[src/rtl/led_status_tx_pkg.sv]
// Shared constants and FSM encoding for the LED status TX block and its RX counterpart.
// The frame is a 0x55 header followed by the 64-bit status word, MSB byte first.
package led_status_tx_pkg;

    localparam logic [7:0] HDR_BYTE       = 8'h55;
    localparam int         PAYLOAD_BYTES  = 8;
    localparam int         FRAME_LEN_BASE = 9;

    typedef enum logic [1:0] {
        IDLE,
        REQ,
        SEND,
        GAP
    } state_t;

    // Payload byte idx (0 = first on the wire) taken from a 64-bit status word.
    function automatic logic [7:0] payload_byte(input logic [63:0] word, input int idx);
        return word[63 - 8*idx -: 8];
    endfunction

endpackage

[src/rtl/led_tx_period_timer.sv]
// Free-running auto-send timer: counts 0..PERIOD_CYCLES-1 and ticks on the wrap cycle.
// PERIOD_CYCLES = 0 holds the counter at 0 and never ticks.
module led_tx_period_timer #(
    parameter int unsigned PERIOD_CYCLES = 0
) (
    input  logic udp_tx_clk,
    input  logic reset,
    output logic tick
);

    localparam int unsigned   CNT_W = (PERIOD_CYCLES > 1) ? $clog2(PERIOD_CYCLES) : 1;
    localparam logic [CNT_W-1:0] LAST = (PERIOD_CYCLES > 0) ? CNT_W'(PERIOD_CYCLES - 1) : '0;

    logic [CNT_W-1:0] count_reg;

    always_ff @(posedge udp_tx_clk or posedge reset) begin
        if (reset) begin
            count_reg <= '0;
        end else if (PERIOD_CYCLES == 0 || count_reg == LAST) begin
            count_reg <= '0;
        end else begin
            count_reg <= count_reg + 1'b1;
        end
    end

    assign tick = (PERIOD_CYCLES != 0) && (count_reg == LAST);

endmodule

[src/rtl/led_status_tx.sv]
// LED status frame transmitter: snapshots status_word, arbitrates for the UDP TX path and
// streams header + 8 payload bytes. Define LED_TX_CSUM_EN to append an XOR checksum byte.
module led_status_tx #(
    parameter int unsigned PERIOD_CYCLES = 0,
    parameter int unsigned IFG_CYCLES    = 4
) (
    input  logic        udp_tx_clk,
    input  logic        reset,
    input  logic [63:0] status_word,
    input  logic        send_req,
    output logic        app_tx_data_request,
    input  logic        app_tx_ack,
    output logic        app_tx_data_valid,
    output logic [7:0]  app_tx_data,
    output logic [15:0] app_tx_data_length,
    output logic        busy
);

    import led_status_tx_pkg::*;

`ifdef LED_TX_CSUM_EN
    localparam int FRAME_LEN = FRAME_LEN_BASE + 1;
`else
    localparam int FRAME_LEN = FRAME_LEN_BASE;
`endif
    localparam logic [3:0] LAST_IDX = 4'(FRAME_LEN - 1);
    localparam logic [7:0] IFG_LAST = 8'(IFG_CYCLES - 1);

    state_t      state_reg, state_next;
    logic [3:0]  byte_idx_reg, byte_idx_next;
    logic [7:0]  gap_cnt_reg, gap_cnt_next;
    logic        pending_reg, pending_next;
    logic [63:0] snap_reg, snap_next;
    logic        tick;
    logic        trigger;
    logic [7:0]  frame_bytes [FRAME_LEN];

    led_tx_period_timer #(
        .PERIOD_CYCLES(PERIOD_CYCLES)
    ) u_timer (
        .udp_tx_clk(udp_tx_clk),
        .reset     (reset),
        .tick      (tick)
    );

    assign frame_bytes[0] = HDR_BYTE;
    generate
        for (genvar gi = 0; gi < PAYLOAD_BYTES; gi++) begin : g_payload
            assign frame_bytes[gi + 1] = payload_byte(snap_reg, gi);
        end
    endgenerate

`ifdef LED_TX_CSUM_EN
    logic [7:0] csum;
    always_comb begin
        csum = '0;
        for (int i = 0; i < PAYLOAD_BYTES; i++) begin
            csum = csum ^ payload_byte(snap_reg, i);
        end
    end
    assign frame_bytes[FRAME_LEN - 1] = csum;
`endif

    assign trigger = send_req | pending_reg | tick;

    always_ff @(posedge udp_tx_clk or posedge reset) begin
        if (reset) begin
            state_reg    <= IDLE;
            byte_idx_reg <= '0;
            gap_cnt_reg  <= '0;
            pending_reg  <= 1'b0;
            snap_reg     <= '0;
        end else begin
            state_reg    <= state_next;
            byte_idx_reg <= byte_idx_next;
            gap_cnt_reg  <= gap_cnt_next;
            pending_reg  <= pending_next;
            snap_reg     <= snap_next;
        end
    end

    always_comb begin
        state_next    = state_reg;
        byte_idx_next = byte_idx_reg;
        gap_cnt_next  = gap_cnt_reg;
        pending_next  = pending_reg;
        snap_next     = snap_reg;
        case (state_reg)
            IDLE: begin
                // Entering REQ consumes every trigger present this cycle.
                if (trigger) begin
                    state_next   = REQ;
                    snap_next    = status_word;
                    pending_next = 1'b0;
                end
            end
            REQ: begin
                if (app_tx_ack) begin
                    state_next    = SEND;
                    byte_idx_next = '0;
                end
            end
            SEND: begin
                if (byte_idx_reg == LAST_IDX) begin
                    state_next   = GAP;
                    gap_cnt_next = '0;
                end else begin
                    byte_idx_next = byte_idx_reg + 4'd1;
                end
            end
            GAP: begin
                if (gap_cnt_reg == IFG_LAST) begin
                    state_next = IDLE;
                end else begin
                    gap_cnt_next = gap_cnt_reg + 8'd1;
                end
            end
            default: state_next = IDLE;
        endcase
        if (state_reg != IDLE && (send_req || tick)) begin
            pending_next = 1'b1;
        end
    end

    assign app_tx_data_request = (state_reg == REQ);
    assign app_tx_data_valid   = (state_reg == SEND);
    assign app_tx_data         = app_tx_data_valid ? frame_bytes[byte_idx_reg] : 8'h00;
    assign app_tx_data_length  = app_tx_data_request ? 16'(FRAME_LEN) : 16'h0000;
    assign busy                = (state_reg != IDLE);

endmodule

[config.mk]
export PLATFORM = sky130hd
export DESIGN_NAME = led_status_tx
export DESIGN_NICKNAME = d
export VERILOG_FILES = /design/src/rtl/led_status_tx_pkg.sv /design/src/rtl/led_tx_period_timer.sv /design/src/rtl/led_status_tx.sv
export SDC_FILE = /design/constraint.sdc
export NUM_CORES = 1
export LEC_CHECK = 0
export BUFFER_PORTS_ARGS = -buffer_cell sky130_fd_sc_hd__buf_2
export CORE_ASPECT_RATIO = 0.75
export CORE_UTILIZATION = 49
export DETAILED_ROUTE_END_ITERATION = 8
export GPL_TIMING_DRIVEN = 0
export HOLD_SLACK_MARGIN = 0.06
export PLACE_DENSITY = 0.88
export SKIP_LAST_GASP = 1
export SLEW_MARGIN = 20
export SYNTH_ARGS = -nofsm -noshare
export SYNTH_HDL_FRONTEND = slang
export SYNTH_SLANG_ARGS = --single-unit
[constraint.sdc]
create_clock -name udp_tx_clk -period 2.1 [get_ports udp_tx_clk]
set_clock_uncertainty 0.05 [all_clocks]
set_input_delay 0.105 -clock udp_tx_clk [delete_from_list [all_inputs] [get_ports udp_tx_clk]]
set_output_delay 0.105 -clock udp_tx_clk [all_outputs]
set_load 0.05 [all_outputs]
* After elaboration in Yosys (flattened, before gate mapping)
Cells that the tools add are included.
** Operators by class
- Magnitude comparators :: 1
- Equal/unequal tests :: 11
- Bitwise gates (word level) :: 2
- Shifts and indexed selects :: 0
- Div/mod/pow operators :: 0
- Add/sub/neg operators :: 2
- Multiplexer cells :: 19
- Multiply operators :: 0
- Reductions and logical operators :: 12
** Operators with widths (number)
- $mux W8 :: 5
- $bmux W8 S4 :: 1
- $pmux W8 S2 :: 1
- $mux W4 :: 3
- $reduce_bool A2 Y1 :: 5
- $add A8 B1 Y8 const B :: 1
- $eq A8 B2 Y1 const B :: 1
- $mux W2 :: 4
- $ne A2 B2 Y1 const B :: 4
- $pmux W2 S4 :: 1
- $pmux W4 S2 :: 1
- $reduce_and A3 Y1 :: 2
- $ge A5 B5 Y1 const B :: 1
- $not A4 Y5 :: 1
- $add A4 B1 Y4 const B :: 1
- $eq A2 B2 Y1 const B :: 2
- $eq A4 B4 Y1 const B :: 1
- $ne A2 B1 Y1 const B :: 2
- $reduce_and A2 Y1 :: 2
- $reduce_and A4 Y1 :: 1
- $mux W1 :: 3
- $eq A2 B1 Y1 const B :: 1
- $logic_not A2 Y1 :: 1
- $logic_and A1 B1 Y1 :: 1
- $or A1 B1 Y1 :: 1
** Storage, ports and cells
- Output and inout bits :: 27
- Bits in latches :: 0
- Bits of input ports :: 68
- Word-level logic and storage cells :: 52
- Register bits :: 79
- ROM bits :: 0
- Memory bits (writable) :: 0
- Memories kept :: 0

* Logic depth before layout (Yosys ltp)
- Depth in word-level cells :: 5
- Gate-level depth with buffers :: 9
- Mapped depth without buffers :: 6

* Modules after synthesis
Synthesis repeated with hierarchy kept, for this count alone.
** Second synthesis, totals
- Cells, all modules :: 320
- Area total of the unflattened synthesis :: 4070.2 um^2
** Modules (own cells, without submodules)
- led_status_tx :: instances 1, sequential area each 1976.9 um^2, area an instance 4058.9 um^2, cells each 318
- led_tx_period_timer :: instances 1, sequential area each 0.0 um^2, area an instance 11.3 um^2, cells each 2

* Worst setup path after synthesis
OpenSTA, ideal clock, no wires.
- Path kind :: register -> output
- Start :: register state_reg[0]
- End :: output app_tx_data[0]
- Arrival :: 2592 ps
- Path slack :: -647 ps
- Cell stages (with the launch flop) :: 6
- Buffers on the path :: 1
- Required time :: 1945 ps
- Cell sequence :: dfrtp_1 -> inv_1 -> ha_1 -> buf_4 -> clkinv_1 -> a221oi_1
** Between the ends
- Cells in the longest elaborated chain, start to end :: 2
** RTL lines
- from (decl) :: RTL line led_status_tx.sv:29 : state_t state_reg, state_next;
- from (signal assigned) :: RTL line led_status_tx.sv:74 : state_reg <= state_next;
- $eq A2 B2 Y1 :: RTL line led_status_tx.sv:126 : assign app_tx_data_valid = (state_reg == SEND);
- named net app_tx_data_valid :: RTL line led_status_tx.sv:13 : output logic app_tx_data_valid,
- $mux W8 :: RTL line led_status_tx.sv:127 : assign app_tx_data = app_tx_data_valid ? frame_bytes[byte_idx_reg] : 8'h00;
- to (decl) :: RTL line led_status_tx.sv:14 : output logic [7:0] app_tx_data,
The timed path passes the listed nets, and every way through them passes these cells.

* Worst setup path after layout
- Start :: register byte_idx_reg[0]
- End :: register gap_cnt_reg[2]
** Between the ends
- Cells in the longest elaborated chain, start to end :: 3
** RTL lines
- from (decl) :: RTL line led_status_tx.sv:30 : logic [3:0] byte_idx_reg, byte_idx_next;
- from (signal assigned) :: RTL line led_status_tx.sv:75 : byte_idx_reg <= byte_idx_next;
- $eq A4 B4 Y1 :: RTL line led_status_tx.sv:104 : if (byte_idx_reg == LAST_IDX) begin
- $ne A2 B1 Y1 (no source line)
- $reduce_and A3 Y1 (no source line)
- to (signal assigned) :: RTL line led_status_tx.sv:76 : gap_cnt_reg <= gap_cnt_next;
- to (decl) :: RTL line led_status_tx.sv:31 : logic [7:0] gap_cnt_reg, gap_cnt_next;
Every way passes these cells.
A chain may end at the register's enable or synchronous reset.

==> metrics.yaml <==
run_status:
  status: "finished, violations left"
  violations: "setup timing"
synthesis:
  synth_top_family_by_area: "multiplexers"
  synthFlopType: "dfrtp_1"
  synthCells: 318
  async_flop_share_pct: 100
  synthSimpleGateAreaFrac_pct: 6.74
  ys_types: 47
  synthMuxAreaShare_pct: 25.1
  synth_area_leaders: "dfrtp_1, mux2_2, buf_4, mux4_2, ha_1"
  synth.avg_cell_area_um2: 12.6
  ys_seq_area_share_pct: 49.3
  synth_warnings: 0
  synth_compound_area_share_pct: 10.8
  yosysTopAreaCellShare_pct: 49.3
  synth-seq-cells: 79
  synth_xor_area_share_pct: 0
  synth-edff-count: 0
  syn_area_mm2: 0.00401
  synth_top_area_cell: "dfrtp_1"
  synth_fa_ha_area_share_pct: 2.18
clock_network:
  clockRootBuffer: "clkbuf_8"
  cts_tree: "yes"
  cts_buffers: 9
  cts.sinks: 79
  cts_buffer_depth: 2
  path_clk_slew_ns: 0.10
  htreeDepth: 3
  clkLatencyLatePin_ns: 0.37
sta:
  rsz0062_at_grt: "yes"
  slew_headroom_pct: 57.3
  final_hold_viol_count: 0
  whs_ns: 0.218
  worst_pin_slew_ns: 0.640
  final_max_slew_viol_count: 0
  max_freq_ghz: 0.430
  setup_viol: 19
  period_minus_slack_ns: 2.33
  finalCritPeriodShare_pct: 111
  setup_ws_ns: -0.228
  fin_setup_tns_ns: -1.73
cells_and_area:
  antenna_cells: 0
  largest_reg_flops: 64
  drive_gt1_share_pct: 55.3
  final_net_count: 591
  postLayoutCellArea_mm2: 0.00629
  syn_to_final_growth_pct: 56.8
  mostFrequentLayoutCell: "mux2_2"
  finalNonFillerCells: 626
  final_cell_mix: "mux2_2, dfrtp_1, buf_2"
  utilization_pct: 79.4
  fillers: 415
floorplan:
  rows: 28
  die_area_mm2: 0.00856
  fp.dieH_um: 80.4
  start_util_pct: 50.7
  core_mm2: 0.00792
  boundaryPins: 95
  die_x_um: 106
detailed_routing:
  wire_per_inst_um: 21.1
  drtPass1Iterations: 5
  vias_per_cell: 5.76
  wl_mm: 13.2
  detail_route.drc_violations: 0
  drt_iter0_drc: 255
  dr_total_vias: 3605
  ant_nets: 0
pwr:
  p_per_area_mw_per_mm2: 1610
  power.static_leakage_nw: 2.76
  ir_drop_v: 0.00107
run:
  max-cap-violations: 0
critical_path:
  crit_fanout: 7
  critical_path_class: "reg -> reg"
  end_kind: "register"
  crit_path_start_kind: "register"
  cp_data_arrival_time_ns: 2.51
  required_ns: 2.29
placement:
  place_congestion: 0.891
  numPortBuffers: 80
  dp_hpwl_mm: 6.98
  place_inst: 518
  placed_area_mm2: 0.00479
global_route:
  antenna_found_initial: 0
  track_usage_pct: 30.6
  first_global_vias: 3651
  grt_overflow_total: 0
  grt_max_degree: 34
  grt_pass1_wl_mm: 19.4
min_path:
  hold_class: "in -> async"
==> repair_timing <==
item | CTS | global route
setup endpoints to repair | 77 | 23
hold endpoints to repair | 112 | 0
setup buffers | 18 | 7
gates cloned | 0 | 0
pin swaps | 5 | 10
hold buffers | 67 | 0
resized for setup | 60 | 40
==> cell usage after synthesis, drive strengths merged, types with 2 or more instances <==
library cell and instances:
mux2 81, dfrtp 79, buf 28, nand2 17
o21ai 16, inv 9, a221oi 8, ha 7
nor2 6, a21o 4, mux4 4, nand3 4
nand4 4, nor3 4, o221ai 4, o22ai 4
o2bb2ai 4, and2 3, clkbuf 3, nor2b 3
a22o 2, a32oi 2, nand3b 2, nor4b 2
o21a 2, o41ai 2
==> where the power goes <==
part	internal (mW)	switching, mW	total (mW)
Sequential	2.27	0.515	2.78
Clock	0.686	0.645	1.33
Combinational	2.85	3.16	6.01
==> area by class of cell <==
type                    instances  area (um2)  area share [%]
multi-input cells             211        2250            35.7
well taps                     105         131            2.09
repair buffers                174        1360            21.7
flip-flops and latches         79        1980            31.5
clock inverters                 7         103            1.63
plain buffers                  31         268            4.26
inverters                      10        73.8            1.17
clock buffers                   9         124            1.97
==> worst max-delay path, cell delays in order, from the launching register on <==
cell and delay (ns):
dfrtp_1 0.40, buf_6 0.14, buf_8 0.13, clkbuf_16 0.15
clkinv_8 0.04, ha_4 0.14, nand3b_1 0.25, buf_4 0.26
a21o_4 0.24, o21ai_0 0.21, o21ai_0 0.17
==> path summary, 6_finish.rpt <==
| path | start | end | slack (ns) | depth (start not counted) |
|---|---|---|---|---|
| setup / recovery | byte_idx_reg[0] | gap_cnt_reg[2] | -0.23 | 10 |
| hold / removal | reset | snap_reg[44] | 0.22 | 3 |
| setup reg to reg | byte_idx_reg[0] | gap_cnt_reg[2] | -0.23 | 10 |
| hold reg to reg | snap_reg[9] | snap_reg[9] | 0.46 | 1 |
| max in group asynchronous | reset | snap_reg[50] | 1.02 | 5 |
| min in group udp_tx_clk | status_word[22] | snap_reg[22] | 0.45 | 3 |
==> cells by family (layout without fill, tap and decap cells) <==
kind of cell               Yosys count  count (layout)
adders and majority gates            7               7
other                                1              14
and+or+nand+nor                     48              48
DFF                                 79              79
buffers and inverters               41             231
muxes                               85              85
AOI/OAI and AO/OA                   57              57
==> metal layers <==
layer / vias to the layer above / GRT usage [%] / share of wire [%]
li1: 1548 / - / -
met1: 1773 / 36.6 / 40
met2: 234 / 54.3 / 49
met3: 50 / 9.42 / 8.0
met4: 0 / 7.53 / 3.2
met5: - / 0 / 0
==> metrics by stage <==
| stage | power (mW) | setup WS [ns] |
|---|---|---|
| after global routing | 10.5 | -0.209 |
| after CTS | 9.16 | -0.109 |
| after detailed placement | 7.01 | -0.289 |
| after global placement | 6.81 | -0.200 |
| final | 10.1 | -0.228 |
| after floorplan | 6.05 | 0.00543 |
Power figures use the tool's default switching activity.
